<file path="config.mk">
export PLATFORM = sky130hd
export DESIGN_NAME = rr_moore_arbiter
export DESIGN_NICKNAME = d
export VERILOG_FILES = /design/src/rtl/arb_pkg.sv /design/src/rtl/rr_pick.sv /design/src/rtl/rr_moore_arbiter.sv
export SDC_FILE = /design/constraint.sdc
export NUM_CORES = 1
export LEC_CHECK = 0
export ABC_CLOCK_PERIOD_IN_PS = 2000
export CORE_MARGIN = 3
export CORE_UTILIZATION = 44
export CTS_BUF_LIST = sky130_fd_sc_hd__clkbuf_16
export CTS_CLUSTER_SIZE = 24
export DETAILED_ROUTE_END_ITERATION = 10
export PLACE_DENSITY = 0.79
export SETUP_SLACK_MARGIN = 0.02
export SKIP_CTS_REPAIR_TIMING = 1
export SYNTH_ARGS = -nofsm -noshare
export SYNTH_HDL_FRONTEND = slang
export SYNTH_HIERARCHICAL = 1
export SYNTH_SLANG_ARGS = --single-unit
</file>
<file path="constraint.sdc">
create_clock -name clk -period 2 [get_ports clk]
set_input_delay 0.3 -clock clk [delete_from_list [all_inputs] [get_ports clk]]
set_output_delay 0.3 -clock clk [all_outputs]
set_load 0.05 [all_outputs]
</file>
<file path="src/rtl/arb_pkg.sv">
// Shared definitions for the round-robin Moore arbiter: state codes,
// requester count, picker result type and a one-hot decode helper.
package arb_pkg;

  localparam int N_REQ = 4;

  localparam logic [1:0] S_IDLE  = 2'd0;
  localparam logic [1:0] S_GRANT = 2'd1;
  localparam logic [1:0] S_GAP   = 2'd2;

  typedef enum logic [1:0] {
    ST_IDLE  = S_IDLE,
    ST_GRANT = S_GRANT,
    ST_GAP   = S_GAP
  } state_e;

  typedef struct packed {
    logic       valid;
    logic [1:0] idx;
  } pick_t;

  // Decode a requester index into a one-hot request/grant vector.
  function automatic logic [N_REQ-1:0] onehot(input logic [1:0] i);
    logic [N_REQ-1:0] o;
    o    = '0;
    o[i] = 1'b1;
    return o;
  endfunction

endpackage

</file>
<file path="src/rtl/rr_pick.sv">
// Combinational rotating-priority picker: searches from base+1 upward
// with wrap, so base itself is checked last.
module rr_pick
  import arb_pkg::*;
(
  input  logic [N_REQ-1:0] req,
  input  logic [1:0]       base,
  output logic             valid,
  output logic [1:0]       idx
);

  logic [1:0] cand;

  // Walk offsets from farthest to nearest so the nearest set bit wins.
  always_comb begin
    valid = 1'b0;
    idx   = base;
    cand  = '0;
    for (int i = N_REQ; i >= 1; i--) begin
      cand = base + 2'(i);
      if (req[cand]) begin
        valid = 1'b1;
        idx   = cand;
      end
    end
  end

endmodule

</file>
<file path="src/rtl/rr_moore_arbiter.sv">
// Four-requester round-robin arbiter, Moore style. Grants are bounded by
// MAX_HOLD cycles when others are waiting, and every hand-over passes
// through a one-cycle GAP with no grant. Outputs are registered from the
// next-state/next-owner values, so nothing reaches them from req directly.
module rr_moore_arbiter
  import arb_pkg::*;
#(
  parameter int MAX_HOLD = 8,
  parameter int CNT_W    = 4
) (
  input  logic             clk,
  input  logic             rst,
  input  logic [N_REQ-1:0] req,
  output logic [N_REQ-1:0] gnt,
  output logic [1:0]       gnt_id,
  output logic             busy,
  output logic [1:0]       state_num
);

  localparam logic [CNT_W-1:0] HOLD_MAX = CNT_W'(MAX_HOLD);

  state_e           state_q, state_d;
  logic [1:0]       owner_q, owner_d;
  logic [1:0]       last_q, last_d;
  logic [CNT_W-1:0] hold_cnt_q, hold_cnt_d;
  logic [N_REQ-1:0] gnt_q, gnt_d;
  logic             busy_q, busy_d;
  logic [1:0]       state_num_q, state_num_d;

  logic [1:0] pick_base;
  pick_t      pick;

  // GAP rotates from the owner just released; IDLE from the last owner.
  assign pick_base = (state_q == ST_GAP) ? owner_q : last_q;

  rr_pick u_pick (
    .req   (req),
    .base  (pick_base),
    .valid (pick.valid),
    .idx   (pick.idx)
  );

  // Next-state, tenure counting and output decode from the next state.
  always_comb begin
    state_d    = state_q;
    owner_d    = owner_q;
    last_d     = last_q;
    hold_cnt_d = hold_cnt_q;
    case (state_q)
      ST_IDLE: begin
        if (pick.valid) begin
          state_d    = ST_GRANT;
          owner_d    = pick.idx;
          hold_cnt_d = CNT_W'(1);
        end
      end
      ST_GRANT: begin
        if (!req[owner_q]) begin
          state_d = ST_GAP;
        end else if (hold_cnt_q == HOLD_MAX &&
                     (req & ~onehot(owner_q)) != '0) begin
          state_d = ST_GAP;
        end else if (hold_cnt_q != HOLD_MAX) begin
          // Saturates so a lone requester keeps the grant indefinitely.
          hold_cnt_d = hold_cnt_q + CNT_W'(1);
        end
      end
      ST_GAP: begin
        last_d = owner_q;
        if (pick.valid) begin
          state_d    = ST_GRANT;
          owner_d    = pick.idx;
          hold_cnt_d = CNT_W'(1);
        end else begin
          state_d = ST_IDLE;
        end
      end
      default: state_d = ST_IDLE;
    endcase

    gnt_d       = (state_d == ST_GRANT) ? onehot(owner_d) : '0;
    busy_d      = (state_d == ST_GRANT);
    state_num_d = state_d;
  end

  // State, owner, rotation pointer and registered outputs.
  always_ff @(posedge clk) begin
    if (rst) begin
      state_q     <= ST_IDLE;
      owner_q     <= 2'd0;
      last_q      <= 2'd3;
      hold_cnt_q  <= '0;
      gnt_q       <= '0;
      busy_q      <= 1'b0;
      state_num_q <= S_IDLE;
    end else begin
      state_q     <= state_d;
      owner_q     <= owner_d;
      last_q      <= last_d;
      hold_cnt_q  <= hold_cnt_d;
      gnt_q       <= gnt_d;
      busy_q      <= busy_d;
      state_num_q <= state_num_d;
    end
  end

  assign gnt       = gnt_q;
  assign gnt_id    = owner_q;
  assign busy      = busy_q;
  assign state_num = state_num_q;

endmodule
</file>
======== Word-level counts from Yosys, hierarchy flattened ========
Index checks and enable logic that the tools add are counted.
operators by class
  multiplexer cells ....................... 34
  equal/unequal tests ..................... 9
  reductions and logical operators ........ 9
  $add $sub $neg .......................... 4
  bitwise logic cells ..................... 3
  order comparisons ....................... 8
operators by type and width
  kind                                                                count
  less-than comparator 2 x 3 -> 1 bit (second input constant)         6
  2-to-1 mux 2 bit                                                    9
  2-to-1 mux 4 bit                                                    4
  2-to-1 mux 1 bit                                                    12
  binary-select mux 1 bit (select 2 bit)                              5
  case mux 4 bit (2 select lines)                                     1
  inequality test 2 bit (second input constant)                       3
  case mux 2 bit (3 select lines)                                     1
  AND reduction 5 bit                                                 1
  adder 2 bit (second input constant)                                 2
  adder 4 x 1 -> 4 bit (second input constant)                        1
  bitwise AND 4 bit                                                   1
  demux 1 bit (select 2 bit)                                          2
  equality test 2 x 1 -> 1 bit (second input constant)                2
  equality test 4 bit (second input constant)                         1
  greater-or-equal comparator 2 x 1 -> 1 bit (second input constant)  2
  inequality test 4 bit (second input constant)                       1
  inverter 4 bit                                                      1
  nonzero test 4 bit                                                  1
  OR reduction 2 bit                                                  2
  logical AND 1 bit                                                   3
  adder 2 x 1 -> 2 bit (second input constant)                        1
  equality test 2 bit (second input constant)                         1
  zero test 2 bit                                                     1
  3 further kinds                                                     3
word-level totals
  bits in registers ....................... 15
  output and inout port bits .............. 9

======== Longest topological paths before layout ========
  word-level depth ........................ 14
  gate-level depth with buffers ........... 9

======== Cells and area by module ========
Netlist, hierarchy kept.
by module, submodules not included
  module            area an instance (um2)  seq. area each (um2)  times used  cells an instance
  rr_moore_arbiter  699.4                   300.3                 1           67
  rr_pick           82.6                    0.0                   1           14

======== Least setup slack after synthesis ========
Ideal clock, no wire load.
  path type ............................... register to register
  from .................................... register, netlist name state_num[0]
  to ...................................... register gnt_q[1], in the netlist gnt[1]
  arrival ................................. 2.207 ns
  clock period less this slack ............ 2.322 ns
  slack ................................... -0.322 ns
  data required time ...................... 1.884 ns
  stages on the path, launching flop included .. 9
  path buffers ............................ 0
  cells stage by stage .................... dfxtp_1 > inv_1 > nand2_1 > mux2_2 > nor2b_1 > a221o_1 > mux2i_1 > nor2_1 > and3b_1
RTL lines
  what                  line                     RTL
  end signal, assigned  rr_moore_arbiter.sv:101  gnt_q <= gnt_d;
  end, declared         rr_moore_arbiter.sv:26   logic [N_REQ-1:0] gnt_q, gnt_d;

==> impl_metrics.yaml <==
power_and_ir_drop:
  power.leakage_nw: 0.4907
  ir_drop_mv: 0.7867
  powerDensity_mw_per_mm2: 895.9
  totalPowerFinal_mw: 1.021
synthesis:
  ys_top_cells_by_area: "dfxtp_1 38%, mux2i_1 6.4%, nor3_1 3.8%"
  synth_cell_types: 35
  avgSynthCellArea_um2: 9.654
  ys.warnings.count: 6
  syn_nets: 89
  synth_seq_area_share_pct: 38.40
  synth_top_area_share_pct: 38.40
  ys_seq_elements: 15
  yosysTopAreaCell: "dfxtp_1"
  syn_inst: 81
  synth_area_um2: 782.0
routing:
  drc: 0
  ant_nets: 0
  first_pass_iters: 4
  wl_mm: 1.706
  vias_per_cell: 5.242
  wire_per_inst_um: 12.92
  vias: 692
  drtIter0Drc: 9
clocking:
  cts_root_buf: "clkbuf_16"
  cts_tree: "built"
  clock_latency_ns: 0.25
  clockBufferDepth: 2
  cts.htree.levels: 1
  cts_buffers: 3
  cts_sinks: 15
  clk_pin_slew_ns: 0.05
die:
  die-area_mm2: 0.002319
  core_mm2: 0.001594
  rows: 14
  die_height_um: 48.16
  ios: 15
  initial_utilization_pct: 49.06
  die_x_um: 48.16
run:
  maxCapViolations: 0
run_status:
  status: "finished, final reports clean"
sta:
  max_freq_ghz: 0.5246
  slew_viol_final: 0
  finalCriticalPeriod_ns: 1.906
  skew_ns: 0.003767
  slew_headroom_pct: 64.24
  hold_viol_final: 0
  worst_pin_slew_ns: 0.5347
  whs_ns: 0.4501
  setup_violations: 0
  min_period_over_period_pct: 95.31
  rsz0062_at_grt: "true"
worst_setup_path:
  critPathKind: "flip-flop to flip-flop"
  endpoint_kind: "flip-flop"
  crit_path_max_fanout: 4
  critPathArrivalTime_ns: 2.04
  start_kind: "flip-flop"
  crit_required_ns: 2.14
finish:
  syn_to_final_growth_pct: 45.76
  final_core_util_pct: 71.51
  multi_input_area_um2: 469.2
  drive_above_1_share_pct: 30.56
  finalNetCount: 117
  fin_cells: 132
  final_cell_mix: "13 x clkdlybuf4s50_1, 12 x dfxtp_1, 11 x buf_4, 7 x inv_1, 7 x nor2_1"
  mostFrequentLayoutCell: "clkdlybuf4s50_1"
  fill_cells: 121
  n_antenna_cell: 0
  final-seq-area_um2: 309.0
place:
  dp_cells: 128
  gp_congestion: 0.7509
  dp_hpwl_mm: 1.228
  io_buffers: 14
global_routing:
  antenna_found_initial: 0
  grt_pass1_wl_mm: 2.815
  grt_pass1_vias: 631
  grt_max_degree: 16
  grt_overflow_total: 0
  gr-usage-all-layers_pct: 18.31
hold_path:
  hp-class: "flip-flop to flip-flop"
final timing paths:
path / start / end / slack (ns) / depth (start not counted)
min: state_num[1]$_SDFF_PP0_ / state_num[1]$_SDFF_PP0_ / 0.45 / 1
min reg2reg: state_num[1]$_SDFF_PP0_ / state_num[1]$_SDFF_PP0_ / 0.45 / 1
max reg2reg: state_num[0]$_SDFF_PP0_ / gnt[1]$_SDFF_PP0_ / 0.09 / 9
max: state_num[0]$_SDFF_PP0_ / gnt[1]$_SDFF_PP0_ / 0.09 / 9
state kept, by name, indices dropped and copies added, names as in the netlist:
| name | cells |
|---|---|
| hold_cnt_q | 4 |
| gnt | 4 |
| busy | 1 |
| state_num | 2 |
| last_q | 2 |
| gnt_id | 2 |
where the power goes:
part / total, mW / leakage [nW] / internal [mW] / switching, mW
Clock: 0.392 / 0.0409 / 0.267 / 0.125
Sequential: 0.342 / 0.125 / 0.323 / 0.0183
Combinational: 0.288 / 0.325 / 0.127 / 0.160
cell usage after synthesis, drive strengths merged:
cell	instances
a2111oi	1
a211oi	1
a21oi	4
a221o	1
a31o	1
a31oi	1
a32oi	1
and2b	1
and3	2
and3b	1
buf	1
clkbuf	1
dfxtp	15
ha	2
inv	7
mux2	2
mux2i	5
mux4	1
nand2	3
nand2b	1
nand3	2
nand3b	3
nor2	7
nor2b	2
nor3	6
nor3b	1
nor4	1
nor4b	1
o22ai	1
o41ai	1
or2	2
or4	1
xor2	1
routing by layer:
layer	up-vias	global-route usage, %	routed length (um)
li1	344	-	-
met3	6	7.011	94
met1	316	22.65	770
met2	26	27.34	790
met5	-	0	0
met4	0	9.677	51
metrics by stage:
step / area [um^2] / TNS, ns / setup slack [ns]
after global placement: 1040 / -0.3346 / -0.08554
after global routing: 1140 / -0.001794 / -0.001794
final: 1140 / 0 / 0.09389
after floorplan: 798.3 / 0 / 0.02515
after detailed placement: 1040 / -0.6512 / -0.1484
after CTS: 1120 / 0 / 0.008003
kinds of logic (layout without fill, tap and decap cells):
kind of cell / Yosys count / in the layout / synth area share, %
AO/OA/AOI/OAI: 12 / 12 / 13.60
XOR/XNOR: 1 / 1 / 1.120
adder cells (fa/ha/maj): 2 / 2 / 3.199
buffers and inverters: 9 / 36 / 4.801
flip-flops: 15 / 15 / 38.40
multiplexers: 8 / 8 / 12.16
AND/OR/NAND/NOR: 34 / 34 / 26.72
worst max-delay path, cell delays in order, from the launching register on:
cell and delay [ns]:
dfxtp_4 0.33, inv_1 0.08, nand2_2 0.08, mux2_4 0.32, inv_1 0.09, o22ai_1 0.07
a221o_1 0.34, mux2i_4 0.20, nor2_1 0.08, and3b_1 0.19
cell type report:
class,instances,area share (%)
Clock buffer,3,6.586
Clock inverter,1,0.4391
Inverter,7,2.305
Multi-Input combinational cell,57,41.16
Sequential cell,15,27.11
Tap cell,24,2.634
Timing Repair Buffer,25,19.76
Note: power is estimated with default switching activity, not from simulation.
